[src/rtl/pwm_pkg.sv]
// ---------------------------------------------------------------------------
// pwm_pkg
// Shared definitions for the three-channel PWM block: duty width, channel
// count, channel index width, the scheduler state type and the ramp step
// helper used to move a current duty one step toward its target.
// Ports: none (package).
// ---------------------------------------------------------------------------
package pwm_pkg;

   localparam int DUTY_W = 8;
   localparam int NCH    = 3;
   localparam int CH_W   = 2;

   typedef enum logic {
      SCHED_IDLE,
      SCHED_GRANT
   } schedState_e;

   // One ramp step from cur toward tgt. The distance is taken one bit wider
   // than the duty so the step is clamped to the remaining distance and the
   // result can never overshoot the target or wrap around zero/full scale.
   function automatic logic [DUTY_W-1:0] ramp_next(
      input logic [DUTY_W-1:0] cur,
      input logic [DUTY_W-1:0] tgt,
      input logic [DUTY_W-1:0] step
   );
      logic [DUTY_W:0]   diff;
      logic [DUTY_W-1:0] nxt;
      diff = '0;
      nxt  = cur;
      if (cur < tgt) begin
         diff = {1'b0, tgt} - {1'b0, cur};
         if ({1'b0, step} < diff) nxt = cur + step;
         else                     nxt = tgt;
      end else if (cur > tgt) begin
         diff = {1'b0, cur} - {1'b0, tgt};
         if ({1'b0, step} < diff) nxt = cur - step;
         else                     nxt = tgt;
      end
      return nxt;
   endfunction

endpackage

[src/rtl/ramp_tick_gen.sv]
// ---------------------------------------------------------------------------
// ramp_tick_gen
// Prescaler producing the ramp tick. The counter runs 0..rate and the tick is
// asserted in the cycle the counter equals rate, so rate = 0 ticks every
// cycle. If rate is lowered below the current count, the counter simply keeps
// counting, wraps through all-ones to 0 and then ticks at the new rate.
// Ports:
//   clk   in   system clock
//   rst   in   synchronous active-high reset
//   rate  in   cycles between ticks minus 1
//   tick  out  ramp tick (combinational from the registered count)
// ---------------------------------------------------------------------------
module ramp_tick_gen #(
   parameter int unsigned RATE_W = 16
) (
   input  logic              clk,
   input  logic              rst,
   input  logic [RATE_W-1:0] rate,
   output logic              tick
);

   logic [RATE_W-1:0] presc_q;
   logic [RATE_W-1:0] presc_d;

   // Tick when the count reaches rate, then restart from zero.
   always_comb begin
      tick    = (presc_q == rate);
      presc_d = tick ? '0 : presc_q + 1'b1;
   end

   // Prescaler count register.
   always_ff @(posedge clk) begin
      if (rst) presc_q <= '0;
      else     presc_q <= presc_d;
   end

endmodule

[src/rtl/pwm_duty_sched.sv]
// ---------------------------------------------------------------------------
// pwm_duty_sched
// Duty-cycle scheduler for the PWM block. Keeps a target and a current duty
// per channel, ramps current toward target in steps on each prescaler tick
// and arbitrates host force writes against ramp updates onto the single duty
// write port. Force writes always win; ramp writes are granted round-robin.
// Ports:
//   clk, rst                      clock, synchronous active-high reset
//   set_wr/set_ch/set_val         load a new target (channel ramps to it)
//   force_wr/force_ch/force_val   immediate write of current and target
//   rate                          ramp tick period minus 1
//   step                          ramp increment per tick, 0 holds
//   duty_wr/duty_ch/duty_val      registered write strobe to the duty regs
//   cur_duty                      packed current duties, ch0 in the LSBs
//   busy                          pending ramp work or any current != target
// ---------------------------------------------------------------------------
module pwm_duty_sched
   import pwm_pkg::*;
#(
   parameter int unsigned RATE_W = 16
) (
   input  logic                  clk,
   input  logic                  rst,
   input  logic                  set_wr,
   input  logic [CH_W-1:0]       set_ch,
   input  logic [DUTY_W-1:0]     set_val,
   input  logic                  force_wr,
   input  logic [CH_W-1:0]       force_ch,
   input  logic [DUTY_W-1:0]     force_val,
   input  logic [RATE_W-1:0]     rate,
   input  logic [DUTY_W-1:0]     step,
   output logic                  duty_wr,
   output logic [CH_W-1:0]       duty_ch,
   output logic [DUTY_W-1:0]     duty_val,
   output logic [NCH*DUTY_W-1:0] cur_duty,
   output logic                  busy
);

   logic [DUTY_W-1:0] curDuty_q [NCH];
   logic [DUTY_W-1:0] curDuty_d [NCH];
   logic [DUTY_W-1:0] tgtDuty_q [NCH];
   logic [DUTY_W-1:0] tgtDuty_d [NCH];
   logic [NCH-1:0]    pend_q;
   logic [NCH-1:0]    pend_d;
   logic [CH_W-1:0]   rrPtr_q;
   logic [CH_W-1:0]   rrPtr_d;
   schedState_e       state_q;
   schedState_e       state_d;
   logic              dutyWr_q;
   logic              dutyWr_d;
   logic [CH_W-1:0]   dutyCh_q;
   logic [CH_W-1:0]   dutyCh_d;
   logic [DUTY_W-1:0] dutyVal_q;
   logic [DUTY_W-1:0] dutyVal_d;
   logic              busy_q;
   logic              busy_d;

   logic              tick;
   logic              forceValid;
   logic              setValid;
   logic              grantFound;
   logic [CH_W-1:0]   grantCh;
   logic [CH_W:0]     probe;
   logic [DUTY_W-1:0] rampVal;

   ramp_tick_gen #(
      .RATE_W (RATE_W)
   ) u_tick (
      .clk  (clk),
      .rst  (rst),
      .rate (rate),
      .tick (tick)
   );

   // Channel indices beyond NCH are silently dropped. The compare is done one
   // bit wider so it still works when NCH fills the whole index range.
   always_comb begin
      forceValid = force_wr && ({1'b0, force_ch} < (CH_W+1)'(NCH));
      setValid   = set_wr   && ({1'b0, set_ch}   < (CH_W+1)'(NCH));
   end

   // Round-robin search: first pending channel at or after rrPtr, wrapping
   // at NCH rather than at the power of two.
   always_comb begin
      grantFound = 1'b0;
      grantCh    = '0;
      probe      = '0;
      for (int k = 0; k < NCH; k++) begin
         probe = {1'b0, rrPtr_q} + (CH_W+1)'(k);
         if (probe >= (CH_W+1)'(NCH)) probe = probe - (CH_W+1)'(NCH);
         if (!grantFound && pend_q[probe[CH_W-1:0]]) begin
            grantFound = 1'b1;
            grantCh    = probe[CH_W-1:0];
         end
      end
      rampVal = ramp_next(curDuty_q[grantCh], tgtDuty_q[grantCh], step);
   end

   // Next-state logic. Order matters: target writes first so a force to the
   // same channel overrides them, then force-or-grant, and finally the tick
   // OR-sets pending bits after any clear so a tick landing on the grant edge
   // re-queues the channel instead of being lost.
   always_comb begin
      curDuty_d = curDuty_q;
      tgtDuty_d = tgtDuty_q;
      pend_d    = pend_q;
      rrPtr_d   = rrPtr_q;
      dutyWr_d  = 1'b0;
      dutyCh_d  = dutyCh_q;
      dutyVal_d = dutyVal_q;
      busy_d    = 1'b0;

      if (setValid) tgtDuty_d[set_ch] = set_val;

      if (forceValid) begin
         curDuty_d[force_ch] = force_val;
         tgtDuty_d[force_ch] = force_val;
         pend_d[force_ch]    = 1'b0;
         dutyWr_d            = 1'b1;
         dutyCh_d            = force_ch;
         dutyVal_d           = force_val;
      end else if (state_q == SCHED_GRANT && grantFound) begin
         pend_d[grantCh] = 1'b0;
         rrPtr_d = (grantCh == CH_W'(NCH - 1)) ? '0 : grantCh + 1'b1;
         // A channel that already reached its target is just retired.
         if (curDuty_q[grantCh] != tgtDuty_q[grantCh]) begin
            curDuty_d[grantCh] = rampVal;
            dutyWr_d           = 1'b1;
            dutyCh_d           = grantCh;
            dutyVal_d          = rampVal;
         end
      end

      if (tick) begin
         for (int i = 0; i < NCH; i++) begin
            pend_d[i] = pend_d[i] | ((curDuty_q[i] != tgtDuty_q[i]) && (step != '0));
         end
      end

      state_d = (pend_d != '0) ? SCHED_GRANT : SCHED_IDLE;

      busy_d = (pend_d != '0);
      for (int i = 0; i < NCH; i++) begin
         if (curDuty_d[i] != tgtDuty_d[i]) busy_d = 1'b1;
      end
   end

   // State and output registers.
   always_ff @(posedge clk) begin
      if (rst) begin
         for (int i = 0; i < NCH; i++) begin
            curDuty_q[i] <= '0;
            tgtDuty_q[i] <= '0;
         end
         pend_q    <= '0;
         rrPtr_q   <= '0;
         state_q   <= SCHED_IDLE;
         dutyWr_q  <= 1'b0;
         dutyCh_q  <= '0;
         dutyVal_q <= '0;
         busy_q    <= 1'b0;
      end else begin
         curDuty_q <= curDuty_d;
         tgtDuty_q <= tgtDuty_d;
         pend_q    <= pend_d;
         rrPtr_q   <= rrPtr_d;
         state_q   <= state_d;
         dutyWr_q  <= dutyWr_d;
         dutyCh_q  <= dutyCh_d;
         dutyVal_q <= dutyVal_d;
         busy_q    <= busy_d;
      end
   end

   // Current duties are exported straight from the registers, packed.
   always_comb begin
      cur_duty = '0;
      for (int i = 0; i < NCH; i++) begin
         cur_duty[i*DUTY_W +: DUTY_W] = curDuty_q[i];
      end
   end

   assign duty_wr  = dutyWr_q;
   assign duty_ch  = dutyCh_q;
   assign duty_val = dutyVal_q;
   assign busy     = busy_q;

endmodule
[config.mk]
export PLATFORM = sky130hd
export DESIGN_NAME = pwm_duty_sched
export DESIGN_NICKNAME = d
export VERILOG_FILES = /design/src/rtl/pwm_pkg.sv /design/src/rtl/ramp_tick_gen.sv /design/src/rtl/pwm_duty_sched.sv
export SDC_FILE = /design/constraint.sdc
export NUM_CORES = 1
export LEC_CHECK = 0
export ABC_AREA = 0
export CORE_ASPECT_RATIO = 0.8
export CORE_MARGIN = 5
export CORE_UTILIZATION = 45
export CTS_CLUSTER_SIZE = 14
export DETAILED_ROUTE_END_ITERATION = 16
export DONT_BUFFER_PORTS = 1
export SYNTH_ARGS = -nofsm -noshare
export SYNTH_HDL_FRONTEND = slang
export SYNTH_SLANG_ARGS = --single-unit
[constraint.sdc]
create_clock -name clk -period 9.95 [get_ports clk]
set_input_delay 0.995 -clock clk [delete_from_list [all_inputs] [get_ports clk]]
set_output_delay 0.995 -clock clk [all_outputs]
set_load 0.05 [all_outputs]
==> impl_metrics.ini <==
[run_status]
status = finished clean

[yosys]
ys_warn_count = 0
yosysUniqueCellTypes = 88
yosys.area_share.simple_pct = 22.8
ys_async_sr_fraction_pct = 0
synth-edff-count = 0
synth_seq_cells = 82
synth_top_family_by_area = compound AO/OA/AOI/OAI gates
synth_mux_area_share_pct = 5.32
synthCells = 1036
synth-seq-area-share_pct = 20.8
synth_fa_ha_area_share_pct = 8.93
synth_compound_area_share_pct = 27.5
synth_flop_cell = dfxtp_1
synth_xor_area_share_pct = 9.62
postSynthAreaPerCell_sq_um = 7.63
syn_area_sq_mm = 0.00791
synth_nets = 1138

[finish]
layout-drive-gt1-share_pct = 7.33
stdcell_count = 1248
syn2layout_area_growth_pct = 7.12
nets = 1120
diodes = 0

[clock_network]
root_buffer = clkbuf_16
ctsResizeCount = 0
cts_buffers = 9
cts_setup_buffers = 0
clock_sinks = 82
cts_tree = built
postCtsHoldBufs = 0
cts-htree-levels = 3
clk_latency_ns = 0.35
clock_path_buffers = 2
clk_pin_slew_ns = 0.08

[setup_path]
path_class = reg2reg
crit_buf_inv = 2
crit_family = compound AO/OA/AOI/OAI gates
start_kind = register
crit_slowest_cell = a21boi_0
crit_path_max_fanout = 15
cp_data_arrival_time_ns = 8.15
critPathMaxStageDelay_ns = 0.60
crit_required_ns = 10.16
end_kind = register

[detailed_routing]
drt_iter0_drc = 1099
vias = 8153
wl_mm = 33.2
antenna_left = 0
vias_per_cell = 6.53
drt_pass1_iterations = 8
post-route-drc-count = 0
detail_route.wl_per_cell_um = 26.6

[sta]
slew_headroom_pct = 25.8
setup_tns_ns = 0
fin_crit_ns = 7.94
rsz0062_at_grt = no
fin_skew_ns = 0.00892
hold_viol = 0
fin_crit_sh_pct = 79.8
slew_violations = 0
tightestPinTransition_ns = 1.11
setup_viol = 0
fmax_mhz = 126

[floorplanning]
die_height_um = 129
core_area_sq_mm = 0.0173
die_width_um = 158
io_pins = 84
initial_utilization_pct = 45.6
rows = 43
die-area_sq_mm = 0.0203

[global_route]
gr-total-overflow = 0
antenna_found_initial = 0
grt_pass1_vias = 7603
grt_use_total_pct = 31.8
grt_pass1_wl_mm = 48.7
grt_max_degree = 67

[placed_design]
dp_hpwl_mm = 25.8
post-place-cells = 1232
gp_congestion = 1.03
portBuffers = 0

[flow_run]
cap_violations = 0

[pwr]
leakage_uw = 0.00357
power_density_mw_per_mm2 = 150
ir_drop_mv = 0.0837

[worst_hold_path]
hold_class = reg2reg
-- power breakdown --
part           switching, uW  internal (uW)  total (uW)
Clock                    170            203         373
Combinational            325            178         503
Sequential              52.7            344         397
Total                    548            725        1270
-- metrics by stage --
step	total power [uW]	util, %	hold WS, ns	cell area [sq um]	worst slack, ns
5_1_grt	1320	48.9	0.535	8470	1.43
3_3_place_gp	895	47.0	0.473	8150	2.27
2_1_floorplan	747	-	0.451	7910	2.84
4_1_cts	1250	48.9	0.498	8470	2.16
6_report	1270	48.9	0.498	8470	2.01
3_5_place_dp	885	47.0	0.482	8150	2.20
-- registers in the layout (all words and copies together) (netlist names) --
signal          flops
busy                1
tgtDuty_q          24
cur_duty           24
rrPtr_q             2
state_q             1
pend_q              3
duty_wr             1
u_tick.presc_q     16
duty_val            8
duty_ch             2
-- routing by layer --
metal	global-route usage [%]	wire length [um]	vias to the layer above
li1	-	-	3730
met1	47.2	14300	3795
met2	41.6	13000	564
met3	13.7	5040	64
met4	8.17	843	0
met5	0	0	-
-- synthesized netlist by cell type (all sizes together), types with 24 or more instances --
master  instances  area (sq um)
nor2          122           465
nand2          88           330
dfxtp          82          1640
xor2           63           552
a21oi          62           325
inv            51           191
ha             50           626
o21ai          48           240
clkbuf         41           154
mux2i          30           304
nand3          26           135
nor3           26           146
a211oi         24           193
-- area by class of cell --
type,instances,area (sq um)
Sequential cell,82,1640
Tap cell,225,282
Clock buffer,9,225
Fill cell,1751,8850
Multi-Input combinational cell,853,5880
Inverter,51,191
Timing Repair Buffer,21,158
Clock inverter,7,95.1
-- logic make-up after synthesis --
logic type | Yosys count
adder cells (fa/ha/maj) | 54
multiplexers | 40
flip-flops | 82
XOR/XNOR | 86
buffers and inverters | 101
AO/OA/AOI/OAI | 300
AND/OR/NAND/NOR | 373
-- worst min-delay path, stage by stage (launching register included) --
cell and delay, ns:
dfxtp_1 0.34, nand2_1 0.06, a21oi_1 0.05
-- path summary, 6_finish.rpt --
kind / from / to / slack (ns) / depth (start not counted)
worst min register to register: rrPtr_q[0] / rrPtr_q[0] / 0.50 / 2
worst max-delay path: rrPtr_q[0] / busy / 2.01 / 30
worst min-delay path: rrPtr_q[0] / rrPtr_q[0] / 0.50 / 2
worst max register to register: rrPtr_q[0] / busy / 2.01 / 30
-- cells in the final DEF, fill, tap and decap left out, types with 11 or more instances in the layout --
cell type / synthesis / routed
nor2b_1: 19 / 19
xor2_1: 63 / 63
o21a_1: 13 / 13
a21o_1: 11 / 11
a211oi_1: 23 / 22
inv_1: 49 / 49
nor3_1: 24 / 24
o21ai_0: 45 / 45
a21oi_1: 60 / 60
nand2_1: 88 / 88
nor2_1: 121 / 121
a221oi_1: 13 / 13
buf_4: 1 / 21
dfxtp_1: 82 / 82
and3_1: 13 / 13
ha_1: 50 / 50
o22ai_1: 23 / 23
nand2b_1: 17 / 17
mux2i_1: 29 / 29
nor4_1: 22 / 22
nand3_1: 25 / 25
xnor2_1: 22 / 22
(Power assumes the default switching activity.)
==> variant 1, RTL diff (same settings) <==
`RATE_W` is set to 16 in 2 places; all go to 32.
--- a/src/rtl/ramp_tick_gen.sv
+++ b/src/rtl/ramp_tick_gen.sv
@@ -12,5 +12,5 @@
 // ---------------------------------------------------------------------------
 module ramp_tick_gen #(
-   parameter int unsigned RATE_W = 16
+   parameter int unsigned RATE_W = 32
 ) (
    input  logic              clk,
--- a/src/rtl/pwm_duty_sched.sv
+++ b/src/rtl/pwm_duty_sched.sv
@@ -18,5 +18,5 @@
    import pwm_pkg::*;
 #(
-   parameter int unsigned RATE_W = 16
+   parameter int unsigned RATE_W = 32
 ) (
    input  logic                  clk,
Interface: changed (resized rate); port bits go from 84 to 100. No check against the original RTL was run, so the function may have changed too.
==> variant 1 against the unedited design <==
- cell area increased by 4.0%
- sequential cell count increased by 16
- combinational power decreased by 14%
- area after synthesis increased by 4.7%
- power decreased by 0.36%
- cell count increased by 1.4%
- sequential share of layout area increased by 2.9 points
- clock power increased by 3%
- routed wire length decreased by 7.1%
- worst setup slack got worse by 38 ps
- utilization decreased by 0.25 points
==> variant 1: results (changes against the unedited design) <==
The run finished with clean final reports. The run gives 34.3% (was 39.5%) as the part of the total power dissipated in combinational logic. Most area-consuming cells after synthesis: sky130_fd_sc_hd__dfxtp_1 (24%), sky130_fd_sc_hd__xnor2_1 (8.4%), sky130_fd_sc_hd__ha_1 (7.6%) (was sky130_fd_sc_hd__dfxtp_1 (21%), sky130_fd_sc_hd__ha_1 (7.9%), sky130_fd_sc_hd__xor2_1 (7.0%)). The initial detailed-routing violation count is 1132 (was 1099). The combinational logic power is 0.435 mW (was 0.503 mW), and the total routing usage reported by global routing is 28.3% (was 31.8%). The routing usage on met3 is 9.14% (was 13.7%).

Share of flip-flops with an asynchronous set or reset after synthesis: 0% (unchanged). The final cell count without fillers was 1265 (was 1248). The switching power as a share of total power was 38.9% (was 43.0%); the worst hold slack across all endpoints was 479 ps (was 498 ps). Highest-delay cell along the critical path: sky130_fd_sc_hd__o21ai_0 (was sky130_fd_sc_hd__a21boi_0). The number of cells on the worst hold path is 1 (was 2), and the number of buffers added for setup after CTS is 0 (unchanged). The logs give 30.8 mm (was 33.2 mm) for the final routed wirelength across all metal layers and 7997 (was 8153) for the vias after detailed routing.

The met2 global-route usage is 38.5% (was 41.6%). The first-pass GRT wire length came out at 46.8 mm (was 48.7 mm). The tools report the beginning of the worst register-to-register path as rrPtr_q[1] (was rrPtr_q[0]). The cell count of the worst reg-to-reg path came out at 26 (was 30).

For the worst max-slew margin expressed relative to the limit, the log shows 35.5% (was 25.8%). The met1 usage is 42.8% (was 47.2%). The run gives 73.3 uV (was 83.7 uV) as the worst ir drop on vdd.

Highest net fanout along the worst path: 16 (was 15). Fraction of power consumed by the clock network: 30.3% (was 29.3%). The critical path's largest stage delay works out to 810 ps (was 600 ps). The clock skew is 8.34 ps (was 8.92 ps), and the number of flip-flops in the largest register is 32. The share of layout cells above drive strength 1 works out to 5.60% (was 7.33%). The layout net count was 1148 (was 1120).

Category of cells accounting for the largest share of critical-path delay: compound AO/OA/AOI/OAI gates (unchanged). The tools report the static leakage as 3.57 nW (about the same). The logs give 23.9 mm (was 25.8 mm) for the detailed placement HPWL and 1970 ps (was 2010 ps) for the slack of the worst reg-to-reg path. Sequential cell area fraction in the yosys report: 23.7% (was 20.8%). Commonest cells in the netlist: sky130_fd_sc_hd__nor2_1 (123), sky130_fd_sc_hd__dfxtp_1 (98), sky130_fd_sc_hd__xnor2_1 (79) (was sky130_fd_sc_hd__nor2_1 (121), sky130_fd_sc_hd__nand2_1 (88), sky130_fd_sc_hd__dfxtp_1 (82)). The capture endpoint of the worst hold path was u_tick.presc_q[0] (was rrPtr_q[0]). The placement-stage worst setup slack is 2290 ps (was 2200 ps), and the number of detailed-routing iterations run before antenna repair is 6 (was 8). The total placed instance area was 8490 sq um (was 8150 sq um); the count of cell types in the netlist was 79 (was 88). The run gives 1.00 (was 1.03) as the routability congestion estimate from global placement.
==> variant 1: cell types whose count changed in the layout (fill, tap and decap cells not counted), moves of 10 or more <==
cell	change
sky130_fd_sc_hd__xnor2_1	+57
sky130_fd_sc_hd__nand2_1	-23
sky130_fd_sc_hd__mux2i_1	+17
sky130_fd_sc_hd__dfxtp_1	+16
sky130_fd_sc_hd__xor2_1	-16
sky130_fd_sc_hd__a21oi_1	+14
sky130_fd_sc_hd__a211oi_1	-10
sky130_fd_sc_hd__and3_1	+10
sky130_fd_sc_hd__nor4_1	-10
==> variant 1: how the worst max path moves through the flow <==
stage | startpoint | end | slack [ps] | depth (start not counted)
after global placement | rrPtr_q[1] | busy | 2510 | 27
after global routing | rrPtr_q[1] | busy | 1570 | 27
final | rrPtr_q[1] | busy | 1970 | 26
after floorplan | rrPtr_q[1] | busy | 3600 | 31
after detailed placement | rrPtr_q[1] | busy | 2290 | 26
after CTS | rrPtr_q[1] | busy | 2200 | 26
==> variant 1: layout make-up <==
type                       instances  area [sq um]
clock inverter                     7          93.8
multi-input combinational        856          5950
tap                              230           288
clock buffer                       9           225
sequential                        98          1960
timing repair buffer              12          90.1
fill                            1789          9300
inverter                          53           200
==> variant 1: cell families (layout without fill, tap and decap cells) <==
family	Yosys count	count (layout)	synth area share (%)
flops	98	98	23.7
mux	51	51	6.24
fa+ha+maj	54	54	8.52
xor+xnor	127	127	13.5
compound gates	279	279	23.1
buf+inv	94	81	4.50
simple gates	345	345	20.4
==> variant 1: routing by layer <==
layer  wire (um)  part of all wire, %  up-vias
met4         646                  2.1        0
met2       12300                   40      514
met1       13800                   45     3725
met3        4100                   13       49
li1            -                    -     3709
met5           0                    0        -
==> variant 2, RTL diff (same settings) <==
Made on the original files. Reset style: asynchronous (`rst`), changed in 2 clocked blocks. Comments in the files are not updated.
--- a/src/rtl/ramp_tick_gen.sv
+++ b/src/rtl/ramp_tick_gen.sv
@@ -30,5 +30,5 @@
 
    // Prescaler count register.
-   always_ff @(posedge clk) begin
+   always_ff @(posedge clk or posedge rst) begin
       if (rst) presc_q <= '0;
       else     presc_q <= presc_d;
--- a/src/rtl/pwm_duty_sched.sv
+++ b/src/rtl/pwm_duty_sched.sv
@@ -147,5 +147,5 @@
 
    // State and output registers.
-   always_ff @(posedge clk) begin
+   always_ff @(posedge clk or posedge rst) begin
       if (rst) begin
          for (int i = 0; i < NCH; i++) begin
Behaviour: differs if rst is asserted again (counterexample within 4 cycles, from zero or initial values and one cycle with rst high); with rst held inactive, the same outputs for 4 cycles.
==> variant 2 against the unedited design <==
- cell area up 2.6%
- clock power up 3%
- area after synthesis up 2.8%
- fmax down 3.2%
- sequential share of layout area up 4.2 points
- critical endpoint is now busy
- sequential cell count unchanged
- first-iteration DRC count up 2.8%
- routed wire length down 3.1%
- power up 44%
- worst setup slack worse by 260 ps
- critical path depth up 3
- die area up 2.6%
- synthesized cell count down 1.8%
==> variant 2: results (changes against the unedited design) <==
The flow ran to the end, and the final reports show no timing, DRC or antenna violations. For the routability congestion estimate from global placement, the log shows 1.06 (was 1.03). Commonest cells in the netlist: sky130_fd_sc_hd__nand2_1 (115), sky130_fd_sc_hd__nor2_1 (88), sky130_fd_sc_hd__dfrtp_1 (82) (was sky130_fd_sc_hd__nor2_1 (121), sky130_fd_sc_hd__nand2_1 (88), sky130_fd_sc_hd__dfxtp_1 (82)). Most area-consuming cells after synthesis: sky130_fd_sc_hd__dfrtp_1 (25%), sky130_fd_sc_hd__ha_1 (7.7%), sky130_fd_sc_hd__xnor2_1 (6.8%) (was sky130_fd_sc_hd__dfxtp_1 (21%), sky130_fd_sc_hd__ha_1 (7.9%), sky130_fd_sc_hd__xor2_1 (7.0%)). The average via count per standard cell was 6.60 (was 6.53); the clock skew was 11.6 ps (was 8.92 ps).

The number of buffers added for setup after CTS is 0 (unchanged). Complex-gate fraction of the synthesized area: 26.1% (was 27.5%). The routing usage on met3 is 10.3% (was 13.7%), and the detailed placement HPWL is 25.3 mm (was 25.8 mm). The worst min-delay path category was in -> async (was reg -> reg). For the total routing usage reported by global routing, the log shows 30.5% (was 31.8%).

The worst ir drop on vdd came out at 132 uV (was 83.7 uV). Share of layout cells above drive strength 1: 7.65% (was 7.33%). The run gives 32.2 mm (was 33.2 mm) as the final routed wirelength across all metal layers.

Multiplexer fraction of the synthesized cell area: 5.03% (was 5.32%). For the number of detailed-routing iterations run before antenna repair, the log shows 6 (was 8). The data arrival time of the worst path is 8410 ps (was 8150 ps).

The sum of met3 wire segment lengths after detailed routing came out at 4.17 mm (was 5.04 mm). The transition time at the pin with the least slew margin was 1060 ps (was 1110 ps); the number of global-route vias before repair was 7626 (was 7603). The routed metal-1 wire length is 14.2 mm (was 14.3 mm), and the sequential cell area fraction in the yosys report is 25.2% (was 20.8%). The xor-xnor portion of the synthesized cell area is 9.48% (was 9.62%). The layout net count was 1104 (was 1120). The met2 wire length came out at 12.8 mm (was 13.0 mm).

The share of flip-flops with an asynchronous set or reset after synthesis is 100% (was 0%), and the static leakage is 3.65 nW (was 3.57 nW). The logs give 43.9% (was 47.2%) for the met1 usage and 48.6 mm (was 48.7 mm) for the first-pass GRT wire length. The arithmetic-cell share of the synthesized area counting full adders, half adders and majority gates is 8.68% (was 8.93%), and the post-synthesis net count is 1119 (was 1138).

Highest-delay cell along the critical path: sky130_fd_sc_hd__mux2i_1 (was sky130_fd_sc_hd__a21boi_0). The initial detailed-routing violation count was 1130 (was 1099); the highest net fanout along the worst path was 10 (was 15). The maximum number of pins on one net before global-route repair was 60 (was 67); the power per standard cell area was 211 nW/um^2 (was 150 nW/um^2).
[variant 2: cell count changes after synthesis, sizes merged, moves of 16 or more]
cell	change
xnor2	+42
dfxtp	-82
nor2	-32
a211oi	-16
xor2	-43
dfrtp	+82
nand2	+29
o21ai	+35
[variant 2: path summary, 6_finish.rpt]
path,start,endpoint,slack (ps),cells past startpoint
worst max-delay path,rrPtr_q[1],busy,1750,33
worst min-delay path,rst,duty_val[1],490,1
worst max register to register,rrPtr_q[1],busy,1750,33
worst min register to register,rrPtr_q[0],rrPtr_q[0],550,2
max in group asynchronous,rst,pend_q[2],8320,2
min in group clk,rrPtr_q[0],rrPtr_q[0],550,2
[variant 2: report_power, final]
group	switching, mW	total, mW	internal [mW]
registers	0.157	0.534	0.376
logic	0.573	0.911	0.338
clock network	0.161	0.386	0.225
[variant 2: layout make-up]
| class | instances | area, sq um | area share, % |
|---|---|---|---|
| sequential | 82 | 2050 | 23.6 |
| multi-input combinational | 837 | 5710 | 65.7 |
| inverter | 61 | 233 | 2.68 |
| timing repair buffer | 11 | 82.6 | 0.950 |
| tap | 230 | 288 | 3.31 |
| clock inverter | 7 | 105 | 1.21 |
| clock buffer | 9 | 225 | 2.59 |
[variant 2: per-stage QoR]
stage                     utilization (%)  std cells  area (sq um)
after floorplan                         -       1017          8130
after global placement               46.6       1221          8360
after detailed placement             46.6       1221          8360
after CTS                            48.4       1237          8690
after global routing                 48.4       1237          8690
final                                48.4       1237          8690
[variant 2: worst register-to-register path: cells and delay by family (launching register included)]
kind,cells,cell delay (ps)
flip-flops,1,420
buffers and inverters,1,90
AO/OA/AOI/OAI,16,3620
AND/OR/NAND/NOR,9,1480
XOR/XNOR,1,170
adder cells (fa/ha/maj),3,840
multiplexers,3,1480
